`src/rtl/div_pkg.sv`:
```
// Shared types and constants for the iterative restoring divider.
package div_pkg;

  typedef enum logic [1:0] {
    IDLE,
    RUN,
    FIX,
    ZERO
  } div_state_e;

  localparam int unsigned DIV_ITERS     = 32;
  localparam int unsigned DIV_LATENCY   = 34;
  localparam logic [31:0] DIV_ZERO_QUOT = 32'hFFFF_FFFF;

  // Magnitude of a two's complement value when signed; 0x80000000 maps onto itself.
  function automatic logic [31:0] div_abs(input logic [31:0] v, input logic is_signed);
    return (is_signed && v[31]) ? (~v + 32'd1) : v;
  endfunction

endpackage

```
`src/rtl/div_step.sv`:
```
// One restoring shift-subtract iteration: shift in a dividend bit, subtract if it fits.
module div_step #(
  parameter int unsigned WIDTH = 32
) (
  input  logic [WIDTH:0]   r,
  input  logic             q_in,
  input  logic [WIDTH-1:0] divisor,
  output logic [WIDTH:0]   r_next,
  output logic             q_out
);

  logic [WIDTH:0] shifted;
  logic [WIDTH:0] diff;
  logic           unused_msb;

  // The partial remainder stays below the divisor, so its top bit is always shifted out.
  assign unused_msb = r[WIDTH];
  assign shifted    = {r[WIDTH-1:0], q_in};
  assign diff       = shifted - {1'b0, divisor};
  assign q_out      = (shifted >= {1'b0, divisor});
  assign r_next     = q_out ? diff : shifted;

endmodule

```
`src/rtl/div32_iter.sv`:
```
// Iterative 32-bit signed/unsigned divider, one quotient bit per clock, start/busy/done handshake.
module div32_iter
  import div_pkg::*;
#(
  parameter int unsigned WIDTH = 32
) (
  input  logic             clk,
  input  logic             rst,
  input  logic             start,
  input  logic [WIDTH-1:0] A,
  input  logic [WIDTH-1:0] B,
  input  logic             Ctrl,
  output logic             busy,
  output logic             done,
  output logic [WIDTH-1:0] Quot,
  output logic [WIDTH-1:0] Rem,
  output logic             div_zero
);

  localparam int unsigned CntW = $clog2(DIV_ITERS);
  localparam logic [CntW-1:0] LastCnt = CntW'(DIV_ITERS - 1);

  div_state_e       state_q, state_d;
  logic [WIDTH:0]   r_q, r_d;
  logic [WIDTH-1:0] q_q, q_d;
  logic [WIDTH-1:0] divisor_q, divisor_d;
  logic [CntW-1:0]  cnt_q, cnt_d;
  logic             neg_quot_q, neg_quot_d;
  logic             neg_rem_q, neg_rem_d;
  logic [WIDTH-1:0] quot_q, quot_d;
  logic [WIDTH-1:0] rem_q, rem_d;
  logic             done_q, done_d;
  logic             dz_q, dz_d;

  logic [WIDTH:0]   step_r;
  logic             step_q;

  div_step #(
    .WIDTH(WIDTH)
  ) u_step (
    .r      (r_q),
    .q_in   (q_q[WIDTH-1]),
    .divisor(divisor_q),
    .r_next (step_r),
    .q_out  (step_q)
  );

  always_comb begin
    state_d    = state_q;
    r_d        = r_q;
    q_d        = q_q;
    divisor_d  = divisor_q;
    cnt_d      = cnt_q;
    neg_quot_d = neg_quot_q;
    neg_rem_d  = neg_rem_q;
    quot_d     = quot_q;
    rem_d      = rem_q;
    done_d     = 1'b0;
    dz_d       = dz_q;
    unique case (state_q)
      IDLE: begin
        if (start) begin
          divisor_d  = div_abs(B, Ctrl);
          r_d        = '0;
          cnt_d      = '0;
          neg_quot_d = Ctrl & (A[WIDTH-1] ^ B[WIDTH-1]);
          neg_rem_d  = Ctrl & A[WIDTH-1];
          // q doubles as the raw dividend holder on the divide-by-zero path.
          if (B == '0) begin
            q_d     = A;
            state_d = ZERO;
          end else begin
            q_d     = div_abs(A, Ctrl);
            state_d = RUN;
          end
        end
      end
      RUN: begin
        r_d   = step_r;
        q_d   = {q_q[WIDTH-2:0], step_q};
        cnt_d = cnt_q + 1'b1;
        if (cnt_q == LastCnt) state_d = FIX;
      end
      FIX: begin
        quot_d  = neg_quot_q ? (~q_q + 1'b1) : q_q;
        rem_d   = neg_rem_q ? (~r_q[WIDTH-1:0] + 1'b1) : r_q[WIDTH-1:0];
        done_d  = 1'b1;
        dz_d    = 1'b0;
        state_d = IDLE;
      end
      ZERO: begin
        quot_d  = DIV_ZERO_QUOT;
        rem_d   = q_q;
        done_d  = 1'b1;
        dz_d    = 1'b1;
        state_d = IDLE;
      end
      default: state_d = IDLE;
    endcase
  end

  always_ff @(posedge clk) begin
    if (rst) begin
      state_q    <= IDLE;
      r_q        <= '0;
      q_q        <= '0;
      divisor_q  <= '0;
      cnt_q      <= '0;
      neg_quot_q <= 1'b0;
      neg_rem_q  <= 1'b0;
      quot_q     <= '0;
      rem_q      <= '0;
      done_q     <= 1'b0;
      dz_q       <= 1'b0;
    end else begin
      state_q    <= state_d;
      r_q        <= r_d;
      q_q        <= q_d;
      divisor_q  <= divisor_d;
      cnt_q      <= cnt_d;
      neg_quot_q <= neg_quot_d;
      neg_rem_q  <= neg_rem_d;
      quot_q     <= quot_d;
      rem_q      <= rem_d;
      done_q     <= done_d;
      dz_q       <= dz_d;
    end
  end

  assign busy     = (state_q != IDLE);
  assign done     = done_q;
  assign Quot     = quot_q;
  assign Rem      = rem_q;
  assign div_zero = dz_q;

endmodule

```
`config.mk`:
```
export PLATFORM = sky130hd
export DESIGN_NAME = div32_iter
export DESIGN_NICKNAME = d
export VERILOG_FILES = /design/src/rtl/div_pkg.sv /design/src/rtl/div_step.sv /design/src/rtl/div32_iter.sv
export SDC_FILE = /design/constraint.sdc
export NUM_CORES = 1
export LEC_CHECK = 0
export BUFFER_PORTS_ARGS = -buffer_cell sky130_fd_sc_hd__clkbuf_2
export CORE_MARGIN = 1
export CORE_UTILIZATION = 35
export DETAILED_ROUTE_END_ITERATION = 8
export GPL_ROUTABILITY_DRIVEN = 0
export GPL_TIMING_DRIVEN = 0
export SYNTH_ARGS = -nofsm -noshare
export SYNTH_HDL_FRONTEND = slang
export SYNTH_SLANG_ARGS = --single-unit
```
`constraint.sdc`:
```
create_clock -name clk -period 9.76 [get_ports clk]
set_input_delay 0.488 -clock clk [delete_from_list [all_inputs] [get_ports clk]]
set_output_delay 0.488 -clock clk [all_outputs]
set_load 0.02 [all_outputs]
```
# Word-level counts from Yosys, hierarchy flattened
# Cells that the tools add are included.
# classes
add_sub_neg	6
n_lt_le_gt_ge	1
n_eq_ne	6
muxes	20
bitwise_logic	7
n_reduce_logical	11
# ops
operator	n
$mux 32	8
$pmux 32 s2	4
$add 32x1->32 const B	4
$not 32->32	4
$ge 33x32->1	1
$logic_not 32->1	1
$sub 32x32->32	1
$pmux 5 s2	1
$mux 2	3
$pmux 2 s3	1
$reduce_and 2->1	3
$reduce_bool 2->1	3
$add 5x1->5 const B	1
$eq 5x5->1 const B	1
$mux 5	1
$eq 2x2->1 const B	2
$ne 2x2->1 const B	2
$and 1x1->1	2
$eq 2x1->1 const B	1
$logic_and 1x1->1	2
$logic_not 2->1	1
$pmux 1 s2	1
$reduce_or 2->1	1
$mux 1	1
$xor 1x1->1	1
# word_totals
reg_bits	171
in_bits	68
output_inout_bits	67
word_cells	62

# Longest topological paths before layout
# logic_depth
word_depth	6
mapped_depth	14
mapped_depth_nobuf	13

# By module
# A second synthesis with hierarchy kept.
# hier_totals
cells_unflattened	1604
hier_area_um2	12199.2
# modules_own_cells
mod	n_inst	cells_each	area_each_um2
div32_iter	1	1239	9786.9
div_step	1	365	2412.3

# Least setup slack after synthesis
# Ideal clock, no wire load.
# synth_timing
path_type	input to register
from	input B[7]
to	register q_q[21]
setup_ps	92
arrival_ps	3427
setup_slack_ps	6241
stages	11
path_buffers	2
cell_sequence	or4_4 -> or4_4 -> buf_6 -> or4_4 -> or4_4 -> and3_4 -> buf_6 -> o21ai_1 -> xnor2_1 -> nor2_1 -> nor4_1
# synth_between
elab_chain_cells	4
# synth_lines
element	line_no	rtl
start: declaration	div32_iter.sv:11	input logic [WIDTH-1:0] B,
$logic_not 32->1	div32_iter.sv:69	if (B == '0) begin
$mux 32	div32_iter.sv:69	
$mux 32	div32_iter.sv:62	if (start) begin
$pmux 32 s2	div32_iter.sv:60	unique case (state_q)
end signal: assignment	div32_iter.sv:118	q_q <= q_d;
end: declaration	div32_iter.sv:25	logic [WIDTH-1:0] q_q, q_d;
# Every way passes these cells. The select of a mux whose other input is x is not followed.
# A chain may end at the register's enable or synchronous reset.

# Worst setup path in the final report
# layout_timing
from	register q_q[31]
to	register r_q[20]
# layout_between
elab_chain_cells	3
word_cells_on_any_way	4
cone_classes	add/sub: 1; order compare: 1; mux: 2
# layout_lines
element	line_no	rtl
$sub 32x32->32 / $ge 33x32->1 (equally long branches)	div_step.sv:19, div_step.sv:20	
$mux 32 *	div_step.sv:21	assign r_next = q_out ? diff : shifted;
$pmux 32 s2 *	div32_iter.sv:60	
end signal: assignment	div32_iter.sv:117	r_q <= r_d;
end: declaration	div32_iter.sv:24	logic [WIDTH:0] r_q, r_d;
# Every way passes the cells marked *; elsewhere a longest branch is shown, timed or not.

==> reports/results.txt <==
Initial Utilization = 0.357
Row count = 64
Hold Path Class = in -> reg
Fillers = 3178
VDD IR-drop max = 0.000116 V
Clk pwr share = 0.384
R2R cell count = 12
Leakage power = 4.91 nW
TNS Setup = 0 ps
Final hold viol count = 0
Final-report max-slew violation count = 0
Skew final = 13.2 ps
Synth top area cells = dfxtp_1 (31%), xor2_1 (6.2%), nor2_1 (5.3%)
Crit path launch type = flip-flop
Post-CTS Hold Fix Bufs = 0
Routed vias/inst = 5.51
Resize count post-CTS = 0
Setup CP Type = reg -> reg
Pint = 0.00120 W
Die Wd = 179 um
Count leader, synth = dfxtp_1
Yosys warns = 0
Core area = 30700 sq um
Sw frac = 0.328
Post-synthesis cell area = 10900 sq um
Mapped Avg Cell Area = 7.77 sq um
Gr usage total = 0.232
Total CTS buffers = 17
Layout Nets = 1666
Initial antenna violation count = 0
Final Non-Filler Cells = 1968
# DRC = 0
Ys async rst share = 0
Worst r2r dst = r_q[20]$_SDFFE_PP0P_
Antenna Violating Nets Remaining = 0
Total grt overflow = 0
CP required = 10120 ps
Tcrit/Tclk final = 0.400
Post-synthesis sequential area ratio = 0.313
R2R setup slack = 5850 ps
Max-cap viol count = 0
Max Fanout on Critical Path = 10
First-pass DRT Iterations = 6
# clock sinks = 171
Overall Power = 0.00178 W
Power per cell area = 140 nW/um^2
Setup-failing EPs final = 0
Leading area contributor after synthesis = dfxtp_1
Share of post-route cells with drive strength above 1 = 0.121
Die ar. = 32000 sq um
EDFF count, synth = 0
Comb power frac = 0.187
Vias in the first global route = 10.1k
First-pass GRT wire length = 56300 um
Upper clock frequency limit = 0.256 GHz
Worst-Margin Slew = 1020 ps
ANT cells = 0
Setup WS pre-CTS = 5800 ps
Clk buf depth = 2
Mapped Cells = 1407
RSZ-0062 raised after global routing = no
Status = finished, final reports clean
Via count of the routed design = 10.8k
Switching Power = 0.000583 W
Met2 Routed Length = 16700 um
H-Tree Depth = 4
Slack of the critical path = 5850 ps
P&R area growth vs syn = 16.0%
Post-synth top area share = 0.313
Die H = 179 um
Post-synthesis cell type count = 61
Fin crit period = 3910 ps
Worst path arrival time = 4270 ps
Post-synth top flop = dfxtp_1
FF-to-FF Start = q_q[31]$_SDFFE_PP0P_
Port bufs = 133
Dpl cells = 1936
Hold Path Depth = 3
Register share of total power = 0.429
Pin count of the biggest net entering global routing = 19
Top cells by count, synth = dfxtp_1 (171), nor2_1 (155), nand2_1 (140), o21ai_0 (109), clkbuf_1 (83)
Hold wc startpoint = B[30]
Worst Setup End Kind = flip-flop
Yosys reg bits = 171
Fin util = 0.414
Postcts setup bufs = 0
Met3 WL post-DR = 2440 um
Top Layer Used = met4
Worst Hold Path EP = divisor_q[30]$_SDFFE_PP0P_
Post-detail-place hpwl = 29200 um
CTS tree = built
CTS root buffer = clkbuf_16
Syn_nets = 1514
Initial DRC count = 851
Routed len/inst = 18.7 um
Clk_lat worst skew = 450 ps
Clk slew on worst S/H paths = 80 ps
WL final = 36800 um
Slew headroom = 0.310
Met1 Wirelength = 16900 um
# IOs = 135
-- layer usage --
metal | global-route usage | vias to the layer above
met5 | 0 | -
met4 | 0.0759 | 0
met3 | 0.0337 | 46
met2 | 0.367 | 367
met1 | 0.320 | 5083
li1 | - | 5339
-- state kept, by name, indices dropped and copies added (netlist names) --
signal and count:
neg_quot_q 1, div_zero 1, q_q 32, state_q 2, divisor_q 32, neg_rem_q 1, cnt_q 5, Rem 32
r_q 32, Quot 32, done 1
-- logic make-up after synthesis --
family / synth area share
flip-flops: 0.313
buffers and inverters: 0.0559
adder cells (fa/ha/maj): 0.0453
AND/OR/NAND/NOR: 0.196
AO/OA/AOI/OAI: 0.242
XOR/XNOR: 0.111
multiplexers: 0.0379
-- cell usage in the layout (no fill, tap or decap), drive strengths merged, types with 61 or more instances in the layout --
cell type | synthesis | layout
dfxtp | 171 | 171
xor2 | 77 | 77
o21ai | 116 | 116
xnor2 | 61 | 61
a211oi | 66 | 66
clkbuf | 83 | 235
nand2 | 140 | 140
inv | 61 | 71
a21oi | 72 | 72
nor2 | 155 | 155
-- critical path, stage by stage, from the launching register on --
cell and delay, ps:
dfxtp_1 540, inv_1 80, ha_1 200, nor2b_1 180, o2111ai_1 190, a2111oi_0 720, o21ai_0 210, nand3_1 130
o21a_1 200, clkbuf_1 400, clkbuf_1 480, nand2_1 260, o21ai_0 220
-- power groups by stage --
stage / clock network, W / registers (W) / logic [W]
after floorplan: 0 / 0.000758 / 0.000231
after global placement: 0 / 0.000776 / 0.000325
after detailed placement: 0 / 0.000777 / 0.000329
after CTS: 0.000690 / 0.000760 / 0.000330
after global routing: 0.000724 / 0.000764 / 0.000367
final: 0.000684 / 0.000763 / 0.000333
-- stage by stage --
step                hold slack (ps)  area [sq um]
global route                    337         12700
CTS                             317         12700
floorplan                       432         10900
global placement                446         12100
finish                          329         12700
detailed placement              455         12100
-- cell type report --
type / instances / area (sq um) / area share
Inverter: 61 / 229 / 0.0181
Sequential cell: 171 / 3420 / 0.270
Tap cell: 396 / 495 / 0.0391
Clock buffer: 19 / 443 / 0.0349
Timing Repair Buffer: 133 / 666 / 0.0525
Multi-Input combinational cell: 1081 / 6900 / 0.544
Buffer: 94 / 383 / 0.0302
Clock inverter: 13 / 141 / 0.0111
-- worst max path at each step --
stage	start	to	slack, ps	cells after the start
3_3_place_gp	B[7]	q_q[26]$_SDFFE_PP0P_	5850	12
5_1_grt	q_q[31]$_SDFFE_PP0P_	r_q[20]$_SDFFE_PP0P_	5440	12
6_report	q_q[31]$_SDFFE_PP0P_	r_q[20]$_SDFFE_PP0P_	5850	12
2_1_floorplan	B[7]	q_q[21]$_SDFFE_PP0P_	6240	11
4_1_cts	q_q[31]$_SDFFE_PP0P_	r_q[20]$_SDFFE_PP0P_	5890	12
3_5_place_dp	B[7]	q_q[26]$_SDFFE_PP0P_	5800	12
(Power assumes the default switching activity.)
